**src/rtl/pipeline_3stage_pkg.sv**
```systemverilog
// Shared width, stage count and stage payload types for the pipeline_3stage datapath.
package pipeline_3stage_pkg;

    localparam int DATA_W = 10;
    localparam int STAGES = 3;

    typedef struct packed {
        logic [DATA_W-1:0] x1;
        logic [DATA_W-1:0] x2;
        logic [DATA_W-1:0] d;
    } s1_t;

    typedef struct packed {
        logic [DATA_W-1:0] x3;
        logic [DATA_W-1:0] d;
    } s2_t;

endpackage

```
**src/rtl/pipe_reg.sv**
```systemverilog
// Parameterised-width register with synchronous active-low clear to zero.
module pipe_reg #(
    parameter int W = 1
) (
    input  logic         clk,
    input  logic         rst_n,
    input  logic [W-1:0] d,
    output logic [W-1:0] q
);

    always_ff @(posedge clk) begin
        if (!rst_n) q <= '0;
        else        q <= d;
    end

endmodule

```
**src/rtl/pipeline_3stage.sv**
```systemverilog
// f = ((a+b) + (c-d)) * d mod 2^N, three register stages, no stall.
// Define PIPELINE_VALID_EN to add in_valid/out_valid tracking alongside the data.
module pipeline_3stage
    import pipeline_3stage_pkg::*;
#(
    parameter int N = DATA_W
) (
    input  logic         clk,
    input  logic         rst_n,
    input  logic [N-1:0] a,
    input  logic [N-1:0] b,
    input  logic [N-1:0] c,
    input  logic [N-1:0] d,
`ifdef PIPELINE_VALID_EN
    input  logic         in_valid,
    output logic         out_valid,
`endif
    output logic [N-1:0] f
);

    s1_t          s1_d, s1_q;
    s2_t          s2_d, s2_q;
    logic [N-1:0] f_d, f_q;

    always_comb begin
        s1_d    = '0;
        s1_d.x1 = a + b;
        s1_d.x2 = c - d;
        s1_d.d  = d;
        s2_d    = '0;
        s2_d.x3 = s1_q.x1 + s1_q.x2;
        s2_d.d  = s1_q.d;
        // Product evaluated at N bits: upper half is discarded by definition.
        f_d     = s2_q.x3 * s2_q.d;
    end

    pipe_reg #(.W($bits(s1_t))) u_s1 (.clk(clk), .rst_n(rst_n), .d(s1_d), .q(s1_q));
    pipe_reg #(.W($bits(s2_t))) u_s2 (.clk(clk), .rst_n(rst_n), .d(s2_d), .q(s2_q));
    pipe_reg #(.W(N))           u_s3 (.clk(clk), .rst_n(rst_n), .d(f_d),  .q(f_q));

    assign f = f_q;

`ifdef PIPELINE_VALID_EN
    logic [STAGES-1:0] vld_d, vld_q;

    always_comb begin
        vld_d = {vld_q[STAGES-2:0], in_valid};
    end

    pipe_reg #(.W(STAGES)) u_vld (.clk(clk), .rst_n(rst_n), .d(vld_d), .q(vld_q));

    assign out_valid = vld_q[STAGES-1];
`endif

endmodule

```
**config.mk**
```make
export PLATFORM = sky130hd
export DESIGN_NAME = pipeline_3stage
export DESIGN_NICKNAME = d
export VERILOG_FILES = /design/src/rtl/pipeline_3stage_pkg.sv /design/src/rtl/pipe_reg.sv /design/src/rtl/pipeline_3stage.sv
export SDC_FILE = /design/constraint.sdc
export NUM_CORES = 1
export LEC_CHECK = 0
export CAP_MARGIN = 30
export CORE_MARGIN = 5
export CORE_UTILIZATION = 60
export CTS_CLUSTER_DIAMETER = 30
export DETAILED_ROUTE_END_ITERATION = 8
export PLACE_DENSITY = 0.89
export SYNTH_ARGS = -nofsm -noshare
export SYNTH_HDL_FRONTEND = slang
export SYNTH_SLANG_ARGS = --single-unit
```
**constraint.sdc**
```tcl
create_clock -name clk -period 11.2 [get_ports clk]
set_input_delay 1.12 -clock clk [delete_from_list [all_inputs] [get_ports clk]]
set_output_delay 1.12 -clock clk [all_outputs]
set_load 0.02 [all_outputs]
```
## Yosys cells after proc, flatten, opt, wreduce, memory -nomap -nowiden

Cells that the tools add are included.

| word-level totals | value |
|---|---|
| register bits | 60 |
| bits of input ports | 42 |
| output and inout bits | 10 |
| word-level logic and storage cells | 7 |

| operators by class | value |
|---|---|
| add/subtract/negate cells | 3 |
| multiply operators | 1 |

Operators with widths:

| cell | count |
|---|---|
| $add A10 B10 Y10 | 2 |
| $mul A10 B10 Y10 | 1 |
| $sub A10 B10 Y10 | 1 |

## Depth between registers and ports, before layout

| depth | value |
|---|---|
| depth after elaboration | 1 |
| depth in mapped cells | 17 |
| gate-level depth less buffers | 16 |

## By module

A second synthesis with hierarchy kept.

| second synthesis, totals | value |
|---|---|
| cells, all modules | 458 |
| area total of the unflattened synthesis | 4239.1 µm² |

By module, submodules not included:

| module | times used | cells each | area each (µm²) | seq. area each (µm²) |
|---|---|---|---|---|
| pipeline_3stage | 1 | 333 | 2602.5 | 0.0 |
| pipe_reg (u_s1) | 1 | 63 | 812.0 | 600.6 |
| pipe_reg (u_s2) | 1 | 42 | 561.8 | 400.4 |
| pipe_reg (u_s3) | 1 | 20 | 262.8 | 200.2 |

## Worst setup path after synthesis

OpenSTA, ideal clock, no wires.

| timing | value |
|---|---|
| kind | register to register |
| start point | reg u_s2.q[3] |
| end point | reg u_s3.q[9] |
| library setup time | 0.064 ns |
| data arrival time | 4.156 ns |
| required time | 11.136 ns |
| setup slack | 6.980 ns |
| cell stages (with the launch flop) | 17 |
| buffers on the path | 0 |
| clock period less this slack | 4.220 ns |
| cell sequence | dfxtp_1 > nand2_1 > fa_1 > inv_1 > fa_1 > inv_1 > fa_1 > inv_1 > fa_1 > inv_1 > fa_1 > xor2_1 > xnor2_1 > xnor2_1 > xnor2_1 > xnor3_1 > nor2_1 |

| on the way | value |
|---|---|
| word-level cells in the longest chain between the ends | 1 |

Ends and longest elaborated chain:

| element | line | text |
|---|---|---|
| start, declared | pipe_reg.sv:8 | `output logic [W-1:0] q` |
| start signal, assigned | pipe_reg.sv:12 | `if (!rst_n) q <= '0;` |
| start signal, assigned | pipe_reg.sv:13 | `else q <= d;` |
| $mul A10 B10 Y10 | pipeline_3stage.sv:34 | `f_d = s2_q.x3 * s2_q.d;` |
| end signal, assigned | pipe_reg.sv:12 |  |
| end signal, assigned | pipe_reg.sv:13 |  |
| end, declared | pipe_reg.sv:8 |  |

Every way passes these cells.
A chain may end at the register's enable or synchronous reset.

## Final worst setup path

| timing | value |
|---|---|
| start point | reg u_s2.q[13] |
| end point | reg u_s3.q[9] |

Same word-level chain as after synthesis.

==> results.md <==
- DP HPWL: slightly below 7000 um
- Reg-to-Reg End: u_s3.q[9]
- Iteration-0 DRC Markers: 97
- CP max stage delay: between 500 and 600 ps
- CP Class: flop to flop
- Max-cap violations: 0
- Syn. warnings: 0
- Storage cell area: roughly 1200 um^2
- Fin nets: approximately 620
- H-tree levels: 3
- Post-CTS Hold Fix Bufs: 0
- Leakage Power: approximately 0.0022 uW
- Antenna violations before repair: 0
- Max Fanout on Critical Path: 7
- DRC: 0
- Setup violations, final: 0
- Cells after synthesis: 450
- Gpl congestion: 0.929
- Most frequent CP cell: fa_1
- Clock root buffer: clkbuf_8
- CP Data Arrival Time: between 4000 and 5000 ps
- Clock tree buffer depth: 2
- Area grow syn2layout: 19.6%
- CP delay by family, top: adder cells
- FILL cells: ~500
- PD cells: 128 nW/um^2
- Clock latency on the worst-skew pair: between 300 and 400 ps
- Vias: 3153
- Register-to-register path setup slack: 6730 ps
- Multi-input gate area: roughly 2600 um^2
- Core area: 6680 um^2
- Layout cell share with drive strength beyond 1: ~5.7%
- Endpoints failing hold: 0
- FP Rows: 30
- Status: finished clean
- Total die area: approximately 8500 um^2
- Buf+Inv Stages, Crit Path: 3
- FF-to-FF path depth: 15
- GRT Resource Usage Total: between 20% and 30%
- CTS buffer count: 9
- Slew HR: around 55%
- DRT Pass-1 Iters: 4
- CTS tree: yes
- Slew @ Worst Pin: between 600 and 700 ps
- WL/cell: 14.6 um
- Clk_skew: around 11 ps
- Post-Route WL: roughly 8600 um
- Yosys cell types: 37
- Antenna-violating nets left: 0
- Post-cts sizing count: 0
- Syn_nets: 568
- Worst Path Required: approximately 11000 ps
- Slew Viols, Final: 0
- Dpl cells: about 580
- Die X: 92.3 um
- #FFs+latches synth: 60
- CP max-delay cell: fa_1
- Ant. Diodes: 0
- Cell count along the critical path: 15
- Sequential fraction of the synthesis area: approximately 30%
- Startpoint types: flop
- Worst VDD drop: about 0.075 mV
- Mapped Avg Cell Area: 9.03 um^2
- Cell Chain, Critical Path: nand2_1 -> fa_1 -> inv_1 -> fa_1 -> ha_1 -> fa_1 -> inv_1 -> fa_1 -> inv_1 -> ha_1 -> o21ai_0 -> or2b_2 -> a31oi_1 -> xnor3_1 -> nor2_1
- Vias per cell: 5.34
- Worst r2r src: u_s2.q[13]
- First-pass GRT wire length: between 10000 and 15000 um
- Worst setup EP type: flop
- Total gr overflow: 0
- Unrepaired setup endpoints after global routing: false
- Initial Util: between 60% and 70%
- Post-CTS Setup Bufs: 0
- Worst Hold Class: flop to flop
- Clk slew on worst S/H paths: 70 ps
- Top Ports: 52
- Worst setup endpoint: u_s3.q[9]
- Die H: approximately 92 um
- Vias in the first global route: between 3k and 4k
- FMAX: approximately 220 MHz
- Final std cells w/o fill: around 590
- Min cycle time layout: 4470 ps
- Syn Std Cell Area: just over 4000 um^2
- Setup TNS: 0 ps
- Fin crit share: between 30% and 40%
- IO Port Bufs: a little over 50
- Largest net degree at the start of global routing: 41
- CTS sink cnt: 60
- Critical Path Source: u_s2.q[13]
cell usage after synthesis, drive strengths merged:
library cell  count  share of area, %
a211oi            3              0.55
a21boi            1              0.18
a21o              1              0.18
a21oi            14               1.7
a31oi             5              0.77
and2             35               5.7
and3              1              0.18
and4              1              0.22
buf               4              0.46
clkbuf            3              0.52
dfxtp            60                30
fa               25                12
ha               51                16
inv              56               5.2
mux2i             1              0.25
nand2            42               4.0
nand2b            3              0.46
nor2             38               3.5
nor2b             7               1.1
nor3             19               2.3
nor3b             7               1.3
o211ai            3              0.55
o21a             12               2.2
o21ai            19               2.3
o21bai            3              0.55
o31ai             2              0.37
or2b              1              0.22
or4               1              0.18
xnor2            24               5.4
xnor3             1              0.55
xor2              7               1.5
how the worst min path moves through the flow:
stage	from	to	cells after the start
3_3_place_gp	u_s1.q[7]	u_s2.q[7]	1
4_1_cts	u_s1.q[7]	u_s2.q[7]	1
5_1_grt	u_s1.q[7]	u_s2.q[7]	1
3_5_place_dp	u_s1.q[7]	u_s2.q[7]	1
6_report	u_s1.q[7]	u_s2.q[7]	1
2_1_floorplan	u_s1.q[7]	u_s2.q[7]	1
layout by cell type (no fill, tap or decap), types with 2 or more instances in the layout:
cell type / instances
dfxtp_1: 60
inv_1: 56
ha_1: 51
clkdlybuf4s50_1: 51
nand2_1: 40
nor2_1: 38
and2_1: 26
fa_1: 25
xnor2_1: 23
nor3_1: 19
a21oi_1: 14
o21a_1: 12
o21ai_0: 10
clkbuf_8: 10
and2_2: 9
o21ai_1: 9
xor2_1: 7
nor2b_1: 7
nor3b_1: 7
a31oi_1: 5
o21bai_1: 3
nand2b_1: 3
a211oi_1: 3
o211ai_1: 3
o31ai_1: 2
nand2_2: 2
clkbuf_1: 2
bufinv_16: 2
metrics by stage:
stage	worst slack [ps]	total power (uW)	hold WS, ps	instance area, um^2	utilization (%)
after floorplan	6980	356	406	4060	-
after global placement	6800	399	412	4640	69.5
after detailed placement	6720	407	412	4640	69.5
after CTS	6700	622	434	4860	72.7
after global routing	6500	654	450	4860	72.7
final	6730	620	431	4860	72.7
cell type report:
cell class,instances,share of cell area (%)
multi-input combinational,327,53.8
sequential,60,24.7
timing repair buffer,52,10.7
inverter,56,4.33
clock buffer,12,2.99
tap,80,2.06
clock inverter,4,1.49
per-layer routing:
metal,routed length [um],track usage (%),up-vias
met3,391,3.66,27
met1,3460,22.6,1452
met2,4460,40.8,98
met5,0,0,-
met4,299,11.6,0
li1,-,-,1576
power by group:
part           switching, uW  total [uW]  internal [uW]
combinational           77.1         152           74.5
sequential              17.2         252            235
clock                   84.8         216            131
state kept, by name, summed over array words and instances, names as in the netlist:
signal  cells
u_s1.q     30
u_s2.q     20
u_s3.q     10
cell families (layout without fill, tap and decap cells):
kind of cell | Yosys count | in the layout | synth area share [%]
AO/OA/AOI/OAI | 63 | 63 | 9.45
XOR/XNOR | 32 | 32 | 7.42
adder cells (fa/ha/maj) | 76 | 76 | 28.0
buffers and inverters | 63 | 124 | 6.16
flip-flops | 60 | 60 | 29.6
multiplexers | 1 | 1 | 0.246
AND/OR/NAND/NOR | 155 | 155 | 19.2
Note: power is estimated with default switching activity, not from simulation.
